--- src/rtl/ttt_pkg.sv ---
// ----------------------------------------------------------------------------
// ttt_pkg
//   Shared types and constants for the tictactoe input-conditioning stage.
//   - db_state_e : debouncer state encoding, also exported for observation.
//   - TTT_NSQ    : number of squares on the board (width of sel_pos).
//   - pos_onehot : binary square index -> one-hot square select, zero when
//                  the index does not name a square.
// ----------------------------------------------------------------------------
package ttt_pkg;

    localparam int TTT_NSQ = 9;

    typedef enum logic [1:0] {
        DB_IDLE    = 2'd0,
        DB_PRESS   = 2'd1,
        DB_HELD    = 2'd2,
        DB_RELEASE = 2'd3
    } db_state_e;

    // Indices 0..8 select one square; 9..15 select nothing.
    function automatic logic [TTT_NSQ-1:0] pos_onehot(input logic [3:0] idx);
        logic [TTT_NSQ-1:0] r;
        r = '0;
        if (idx < 4'd9) begin
            r = TTT_NSQ'(1) << idx;
        end
        return r;
    endfunction

endpackage : ttt_pkg

--- src/rtl/ttt_input_cond_btn_debounce.sv ---
// ----------------------------------------------------------------------------
// btn_debounce
//   Debounces one asynchronous, bouncy, active-high push button and produces
//   a single registered pulse per accepted press.
//
//   Ports
//     clk        in   system clock (posedge)
//     reset      in   synchronous, active-high
//     raw_btn_i  in   raw asynchronous button level
//     fire_o     out  one-cycle pulse, high in the cycle after entry to HELD
//     state_o    out  current debouncer state (observation / position latch)
//
//   A press is accepted after DB_CYCLES consecutive synchronised-high cycles
//   in PRESS. A release must likewise be stable for DB_CYCLES cycles in
//   RELEASE before the FSM returns to IDLE; a bounce back to high during
//   RELEASE goes straight back to HELD without firing, so a held or
//   chattering button can never produce a second pulse.
// ----------------------------------------------------------------------------
module btn_debounce
    import ttt_pkg::*;
#(
    parameter int DB_CYCLES = 250000,
    parameter int DB_W      = 18
) (
    input  logic      clk,
    input  logic      reset,
    input  logic      raw_btn_i,
    output logic      fire_o,
    output db_state_e state_o
);

    localparam logic [DB_W-1:0] CNT_LAST = DB_W'(DB_CYCLES - 1);
    localparam logic [DB_W-1:0] CNT_ONE  = DB_W'(1);

    // Two-flop synchroniser for the asynchronous button level.
    logic sync1_q;
    logic s_btn_q;

    db_state_e       state_q, state_d;
    logic [DB_W-1:0] cnt_q, cnt_d;
    logic            fire_q, fire_d;

    always_ff @(posedge clk) begin
        if (reset) begin
            sync1_q <= 1'b0;
            s_btn_q <= 1'b0;
        end else begin
            sync1_q <= raw_btn_i;
            s_btn_q <= sync1_q;
        end
    end

    always_ff @(posedge clk) begin
        if (reset) begin
            state_q <= DB_IDLE;
            cnt_q   <= '0;
            fire_q  <= 1'b0;
        end else begin
            state_q <= state_d;
            cnt_q   <= cnt_d;
            fire_q  <= fire_d;
        end
    end

    always_comb begin
        state_d = state_q;
        cnt_d   = cnt_q;
        fire_d  = 1'b0;
        case (state_q)
            DB_IDLE: begin
                if (s_btn_q) begin
                    state_d = DB_PRESS;
                    cnt_d   = '0;
                end
            end
            DB_PRESS: begin
                if (!s_btn_q) begin
                    state_d = DB_IDLE;
                    cnt_d   = '0;
                end else if (cnt_q == CNT_LAST) begin
                    // Only the PRESS->HELD transition fires.
                    state_d = DB_HELD;
                    cnt_d   = '0;
                    fire_d  = 1'b1;
                end else begin
                    cnt_d = cnt_q + CNT_ONE;
                end
            end
            DB_HELD: begin
                if (!s_btn_q) begin
                    state_d = DB_RELEASE;
                    cnt_d   = '0;
                end
            end
            DB_RELEASE: begin
                if (s_btn_q) begin
                    state_d = DB_HELD;
                    cnt_d   = '0;
                end else if (cnt_q == CNT_LAST) begin
                    state_d = DB_IDLE;
                    cnt_d   = '0;
                end else begin
                    cnt_d = cnt_q + CNT_ONE;
                end
            end
            default: begin
                state_d = DB_IDLE;
                cnt_d   = '0;
            end
        endcase
    end

    assign fire_o  = fire_q;
    assign state_o = state_q;

endmodule : btn_debounce

--- src/rtl/ttt_input_cond.sv ---
// ----------------------------------------------------------------------------
// ttt_input_cond
//   Input-conditioning stage in front of the tictactoe core.
//
//   Ports
//     clk        in   1  system clock, all logic on posedge
//     reset      in   1  synchronous, active-high
//     raw_btn_x  in   1  raw X button (asynchronous, bouncy)
//     raw_btn_o  in   1  raw O button (asynchronous, bouncy)
//     pos_sw     in   4  binary square index 0..8 (asynchronous)
//     buttonX    out  1  one-cycle accepted X press
//     buttonO    out  1  one-cycle accepted O press
//     sel_pos    out  9  one-hot selected square, 0 when pos_sw > 8
//     pos_err    out  1  latched pos_sw value is > 8
//     flash_clk  out  1  50% square wave, period 2*FLASH_HALF cycles
//
//   Handshake: there is none. buttonX/buttonO are single-cycle strobes with
//   no back-pressure; sel_pos/pos_err are level outputs that the core samples
//   when it sees a strobe and that stay frozen while any button is active.
//
//   All outputs come straight from flops.
// ----------------------------------------------------------------------------
module ttt_input_cond
    import ttt_pkg::*;
#(
    parameter int DB_CYCLES  = 250000,
    parameter int DB_W       = 18,
    parameter int FLASH_HALF = 12500000,
    parameter int FL_W       = 24
) (
    input  logic               clk,
    input  logic               reset,
    input  logic               raw_btn_x,
    input  logic               raw_btn_o,
    input  logic [3:0]         pos_sw,
    output logic               buttonX,
    output logic               buttonO,
    output logic [TTT_NSQ-1:0] sel_pos,
    output logic               pos_err,
    output logic               flash_clk
);

    localparam logic [FL_W-1:0] FCNT_LAST = FL_W'(FLASH_HALF - 1);
    localparam logic [FL_W-1:0] FCNT_ONE  = FL_W'(1);

    // ------------------------------------------------------------------
    // Button debouncers
    // ------------------------------------------------------------------
    logic      fire_x, fire_o;
    db_state_e st_x, st_o;

    btn_debounce #(
        .DB_CYCLES (DB_CYCLES),
        .DB_W      (DB_W)
    ) u_db_x (
        .clk       (clk),
        .reset     (reset),
        .raw_btn_i (raw_btn_x),
        .fire_o    (fire_x),
        .state_o   (st_x)
    );

    btn_debounce #(
        .DB_CYCLES (DB_CYCLES),
        .DB_W      (DB_W)
    ) u_db_o (
        .clk       (clk),
        .reset     (reset),
        .raw_btn_i (raw_btn_o),
        .fire_o    (fire_o),
        .state_o   (st_o)
    );

    // ------------------------------------------------------------------
    // Pulse arbitration: a simultaneous X and O acceptance is ambiguous,
    // so neither move is reported. Both debouncers still sit in HELD and
    // need a clean release before either can fire again.
    // ------------------------------------------------------------------
    logic button_x_q, button_x_d;
    logic button_o_q, button_o_d;

    always_comb begin
        button_x_d = fire_x & ~fire_o;
        button_o_d = fire_o & ~fire_x;
    end

    always_ff @(posedge clk) begin
        if (reset) begin
            button_x_q <= 1'b0;
            button_o_q <= 1'b0;
        end else begin
            button_x_q <= button_x_d;
            button_o_q <= button_o_d;
        end
    end

    // ------------------------------------------------------------------
    // Position switch synchroniser and latch
    // ------------------------------------------------------------------
    logic [3:0] pos_sync1_q;
    logic [3:0] s_pos_q;

    always_ff @(posedge clk) begin
        if (reset) begin
            pos_sync1_q <= '0;
            s_pos_q     <= '0;
        end else begin
            pos_sync1_q <= pos_sw;
            s_pos_q     <= pos_sync1_q;
        end
    end

    // Tracking only while both buttons are idle keeps sel_pos constant from
    // the first sign of a press until the button is fully released, so the
    // core checks and commits the same square it was given with the pulse.
    logic               both_idle;
    logic [TTT_NSQ-1:0] sel_pos_q, sel_pos_d;
    logic               pos_err_q, pos_err_d;

    always_comb begin
        both_idle = (st_x == DB_IDLE) && (st_o == DB_IDLE);
        sel_pos_d = sel_pos_q;
        pos_err_d = pos_err_q;
        if (both_idle) begin
            sel_pos_d = pos_onehot(s_pos_q);
            pos_err_d = (s_pos_q > 4'd8);
        end
    end

    always_ff @(posedge clk) begin
        if (reset) begin
            sel_pos_q <= '0;
            pos_err_q <= 1'b0;
        end else begin
            sel_pos_q <= sel_pos_d;
            pos_err_q <= pos_err_d;
        end
    end

    // ------------------------------------------------------------------
    // Flash divider: toggles every FLASH_HALF cycles, first rise FLASH_HALF
    // cycles after reset is released.
    // ------------------------------------------------------------------
    logic [FL_W-1:0] fcnt_q, fcnt_d;
    logic            flash_q, flash_d;

    always_comb begin
        fcnt_d  = fcnt_q + FCNT_ONE;
        flash_d = flash_q;
        if (fcnt_q == FCNT_LAST) begin
            fcnt_d  = '0;
            flash_d = ~flash_q;
        end
    end

    always_ff @(posedge clk) begin
        if (reset) begin
            fcnt_q  <= '0;
            flash_q <= 1'b0;
        end else begin
            fcnt_q  <= fcnt_d;
            flash_q <= flash_d;
        end
    end

    assign buttonX   = button_x_q;
    assign buttonO   = button_o_q;
    assign sel_pos   = sel_pos_q;
    assign pos_err   = pos_err_q;
    assign flash_clk = flash_q;

endmodule : ttt_input_cond

--- config.mk ---
export PLATFORM = sky130hd
export DESIGN_NAME = ttt_input_cond
export DESIGN_NICKNAME = d
export VERILOG_FILES = /design/src/rtl/ttt_pkg.sv /design/src/rtl/ttt_input_cond_btn_debounce.sv /design/src/rtl/ttt_input_cond.sv
export SDC_FILE = /design/constraint.sdc
export NUM_CORES = 1
export LEC_CHECK = 0
export ABC_AREA = 1
export BUFFER_PORTS_ARGS = -buffer_cell sky130_fd_sc_hd__buf_4
export CORE_UTILIZATION = 60
export CTS_CLUSTER_SIZE = 40
export DETAILED_ROUTE_END_ITERATION = 10
export GPL_TIMING_DRIVEN = 0
export PLACE_DENSITY = 0.78
export SLEW_MARGIN = 20
export SYNTH_ARGS = -nofsm -noshare
export SYNTH_HDL_FRONTEND = slang
export SYNTH_HIERARCHICAL = 1
export SYNTH_SLANG_ARGS = --single-unit
--- constraint.sdc ---
create_clock -name clk -period 1.9 [get_ports clk]
set_input_delay 0.19 -clock clk [delete_from_list [all_inputs] [get_ports clk]]
set_output_delay 0.19 -clock clk [all_outputs]
set_load 0.02 [all_outputs]
# Word-level counts from Yosys, hierarchy flattened
# Index checks and enable logic that the tools add are counted.
# word_totals
reg_bits	91
inputBits	8
out_inout_bits	13
word_cells	89
# op_classes
n_addsub	3
n_lt_le_gt_ge	2
eq_ne	17
n_shift	1
mux	29
bitwise_logic	9
reduce_logical	10
# ops
op	count
$mux W18	10
$pmux W18 S4	2
$add A18 B1 Y18 const B	2
$eq A18 B18 Y1 const B	2
$add A24 B1 Y24 const B	1
$eq A24 B24 Y1 const B	1
$mux W2	12
$pmux W2 S4	2
$mux W9	1
$shl A1 B4 Y9 const A	1
$eq A2 B2 Y1 const B	4
$reduce_and A4 Y1	2
$not A1 Y1	7
$ne A3 B1 Y1 const B	2
$ne A3 B3 Y1 const B	2
$reduce_or A3 Y1	2
$eq A2 B1 Y1 const B	2
$gt A4 B4 Y1 const B	1
$logic_not A2 Y1	2
$lt A4 B4 Y1 const B	1
$ne A2 B1 Y1 const B	2
$ne A2 B2 Y1 const B	2
$reduce_and A2 Y1	2
$and A1 B1 Y1	2
3 further kinds	4

# Depth between registers and ports, before layout
# depth
depth_word	4
mapped_depth	10
mapped_depth_nobuf	10

# Modules after synthesis
# Netlist, hierarchy kept.
# modules_own_cells
module	n_inst	cells_each	area_each_um2	seq_area_each_um2
ttt_input_cond	1	296	2055.7	900.9
btn_debounce (u_db_x)	1	202	1362.6	460.4
btn_debounce (u_db_o)	1	204	1357.6	460.4

# Worst setup path after synthesis
# No wires, ideal clock.
# synth_path
path_kind	register to register
start	reg u_db_x.cnt_q[1]
end	reg u_db_x.cnt_q[6]
setup_time_ns	0.141
t_arrival_ns	1.248
required_ns	1.759
slack_ns	0.511
path_stages_with_launch	10
path_buffers	1
synth_period_minus_slack_ns	1.389
cell_sequence	dfxtp_1 -> ha_1 -> nand2_2 -> nor2_4 -> inv_1 -> nor2_2 -> a21oi_4 -> buf_6 -> nand2_1 -> a21oi_1
# synth_between
elab_chain_cells	4
elab_cells_between_ends	6
classes_between	add/sub (1); eq/ne (1); mux (4)
# synth_lines
item	line_no	text
start: declaration	ttt_input_cond_btn_debounce.sv:40	logic [DB_W-1:0] cnt_q, cnt_d;
start signal: assignment	ttt_input_cond_btn_debounce.sv:60	cnt_q <= cnt_d;
$add A18 B1 Y18 / $eq A18 B18 Y1 (equally long branches)	n/a	
$mux W18 *	ttt_input_cond_btn_debounce.sv:80, ttt_input_cond_btn_debounce.sv:99	
$mux W18 (on tied branches)	ttt_input_cond_btn_debounce.sv:96, ttt_input_cond_btn_debounce.sv:77	
$pmux W18 S4 *	ttt_input_cond_btn_debounce.sv:69	case (state_q)
# Every way passes the cells marked *; elsewhere a longest branch is shown, timed or not.
# A chain may end at the register's enable or synchronous reset.

# Worst setup path after layout
# layout_path
start	reg u_db_x.cnt_q[1]
end	reg u_db_x.cnt_q[10]
# The elaborated chain is that of the path after synthesis.

==> flow_metrics.tcl <==
set metrics [dict create \
    status "finished, final reports clean" \
    rsz0062_at_grt "no" \
    clock-sinks 91 \
    cts_tree "done" \
    synth_fp_nets 713 \
    die_h_um 91.2 \
    reg2reg_depth 9 \
    netlist_area_mm2 0.00478 \
    tightest_slew_ps 703 \
    h-tree-depth 3 \
    power.density_mw_per_mm2 714 \
    first_iter_violations 140 \
    grt_max_degree 17 \
    initial_core_util_pct 61.8 \
    clk_path_buf_depth 2 \
    route.detailed.drc 0 \
    crit_fanout 10 \
    syn_avg_cell_area_um2 6.80 \
    grt_pass1_wl_um 16700 \
    postCtsSetupBuffers 0 \
    leakagePower_nw 1.99 \
    cts_root_buf "clkbuf_8" \
    synth_compound_area_share_pct 11.6 \
    final.setup.tns_ps 0 \
    core_mm2 0.00773 \
    rows 32 \
    antenna_found_initial 0 \
    cp_data_arrival_time_ps 1800 \
    viasPerCell 5.11 \
    crit_type "reg2reg" \
    drt-total-wl_um 9560 \
    drive_gt1_share_pct 14.2 \
    async_flop_share_pct 0 \
    via_count 4295 \
    cts_resized 0 \
    nNetsFinal 744 \
    startpoint_type "flop" \
    hold_class "in2reg" \
    yosys-top-cells-area "dfxtp_1, nand2_1, nor2_1" \
    yosysTopAreaCellShare_pct 38.1 \
    finalCriticalPeriod_ps 1580 \
    grt.total_usage_pct 24.6 \
    cp-startpoint "u_db_x/cnt_q[1]$_SDFFE_PP0P_" \
    ys_seq_area_share_pct 38.1 \
    final_util_pct 67.6 \
    synth-edff-count 0 \
    max_freq_mhz 633 \
    fin_crit_sh_pct 83.2 \
    synth_xor_area_share_pct 2.75 \
    synth_top_family_by_area "simple AND/OR/NAND/NOR gates" \
    slew_viol_final 0 \
    synth_simple_gate_area_share_pct 37.5 \
    detail-route-antenna-nets 0 \
    finalHoldViolCount 0 \
    drv_cap 0 \
    yosysTopAreaCell "dfxtp_1" \
    setup_viol 0 \
    irDropWorstVdd_v 0.000377 \
    fin_skew_ps 6.24 \
    hpwl_um 7200 \
    muxShareOfSynthArea_pct 0 \
    insertion_delay_ps 350 \
    die_area_mm2 0.00832 \
    rr_startpoint "u_db_x/cnt_q[1]$_SDFFE_PP0P_" \
    synth-main-ff-cell "dfxtp_1" \
    port_buffers 20 \
    finalPower_mw 3.73 \
    ys_ff_latch 91 \
    ios 21 \
    cts_made_buffers 9 \
    grt_overflow 0 \
    first_pass_iters 4 \
    endpoint "u_db_x/cnt_q[10]$_SDFFE_PP0P_" \
    area.growth.synth_to_final_pct 9.46 \
    synthCells 702 \
    synthAdderAreaFrac_pct 0.786 \
    synth_warnings 6 \
    path_clk_slew_ps 90 \
    diodes 0 \
    synth_common_cells "nand2_1, nor2_1, dfxtp_1" \
    yosysMostFrequentCell "nand2_1" \
    worst_slew_margin_rel_pct 53.1 \
    wl_per_cell_um 11.4 \
    end_kind "flop" \
    finalWeightedCongestion 0.913 \
    synth.distinct_cells 44 \
    fp.dieW_um 91.2 \
    first_global_vias 3954 \
    reg2reg_to "u_db_x/cnt_q[10]$_SDFFE_PP0P_" \
    rrSetupSlack_ps 320 \
    critPathRequiredTime_ps 2120 \
    cts-hold-fix-buffers 0 \
]
-- state kept, by name, indices dropped and copies added (netlist names), 4 cells and up, named ones only --
register and count:
fcnt_q 24, pos_sync1_q 4, s_pos_q 4, u_db_x/cnt_q 18, sel_pos 9, u_db_o/cnt_q 18
-- layout by cell type (no fill, tap or decap), types with 3 or more instances in the layout --
master	n
a21oi_2	10
inv_1	82
buf_2	4
ha_1	3
buf_6	4
xor2_1	11
inv_2	3
nand2_4	3
nand3_2	7
o21bai_1	8
clkbuf_8	9
nor2_4	7
a21oi_1	39
nor2_2	10
inv_6	3
nand2_1	187
clkbuf_1	4
nor3_1	6
nor2_1	110
buf_4	23
dfxtp_1	91
xnor2_1	4
o21ai_0	26
nand3_1	32
nand4_1	12
nand2_2	9
-- per-stage QoR --
| stage | hold slack [ps] | instance area, um^2 | worst slack (ps) | std cells |
|---|---|---|---|---|
| finish | 31.8 | 5230 | 319 | 840 |
| global route | 29.5 | 5230 | 185 | 840 |
| CTS | 21.5 | 5230 | 329 | 840 |
| detailed placement | 398 | 5050 | 341 | 824 |
| global placement | 391 | 5050 | 386 | 824 |
| floorplan | 259 | 4780 | 511 | 702 |
-- logic make-up after synthesis --
logic type / Yosys count
simple gates: 397
buf+inv: 104
compound gates: 92
flops: 91
xor+xnor: 15
fa+ha+maj: 3
-- worst max-delay path: stages (launching register included) --
cell and delay, ps:
dfxtp_1 380, ha_1 200, nand2_2 100, nor2_4 140, inv_1 70, nor2_2 160, a21oi_4 100, buf_6 170
nand3_2 70, a21oi_2 50
-- per-layer routing --
metal | vias up | global-route usage (%) | wire length (um)
met2 | 91 | 43.4 | 4550
li1 | 2262 | - | -
met1 | 1931 | 30.1 | 4500
met5 | - | 0 | 0
met4 | 0 | 9.66 | 143
met3 | 11 | 3.60 | 355
-- power breakdown --
| part | switching, mW | internal, mW |
|---|---|---|
| clock network | 0.707 | 0.488 |
| logic | 0.327 | 0.191 |
| registers | 0.0438 | 1.98 |
| total | 1.08 | 2.66 |
-- how the worst min path moves through the flow --
stage,start,to,slack (ps),cells after the start
after floorplan,reset,pos_err$_SDFFE_PP0P_,260,1
after CTS,raw_btn_x,u_db_x/sync1_q$_SDFF_PP0_,20,3
after global placement,pos_sw[0],pos_sync1_q[0]$_SDFF_PP0_,390,3
after global routing,pos_sw[0],pos_sync1_q[0]$_SDFF_PP0_,30,3
after detailed placement,raw_btn_x,u_db_x/sync1_q$_SDFF_PP0_,400,3
final,raw_btn_x,u_db_x/sync1_q$_SDFF_PP0_,30,3
-- final cells by class --
class | count | area [um^2]
multi-input cells | 507 | 2510
clock inverters | 6 | 46.3
repair buffers | 20 | 150
well taps | 102 | 128
plain buffers | 16 | 108
clock buffers | 10 | 128
inverters | 88 | 333
fillers | 677 | 2500
flip-flops and latches | 91 | 1820
No activity file was read; power rests on OpenSTA's default activity.
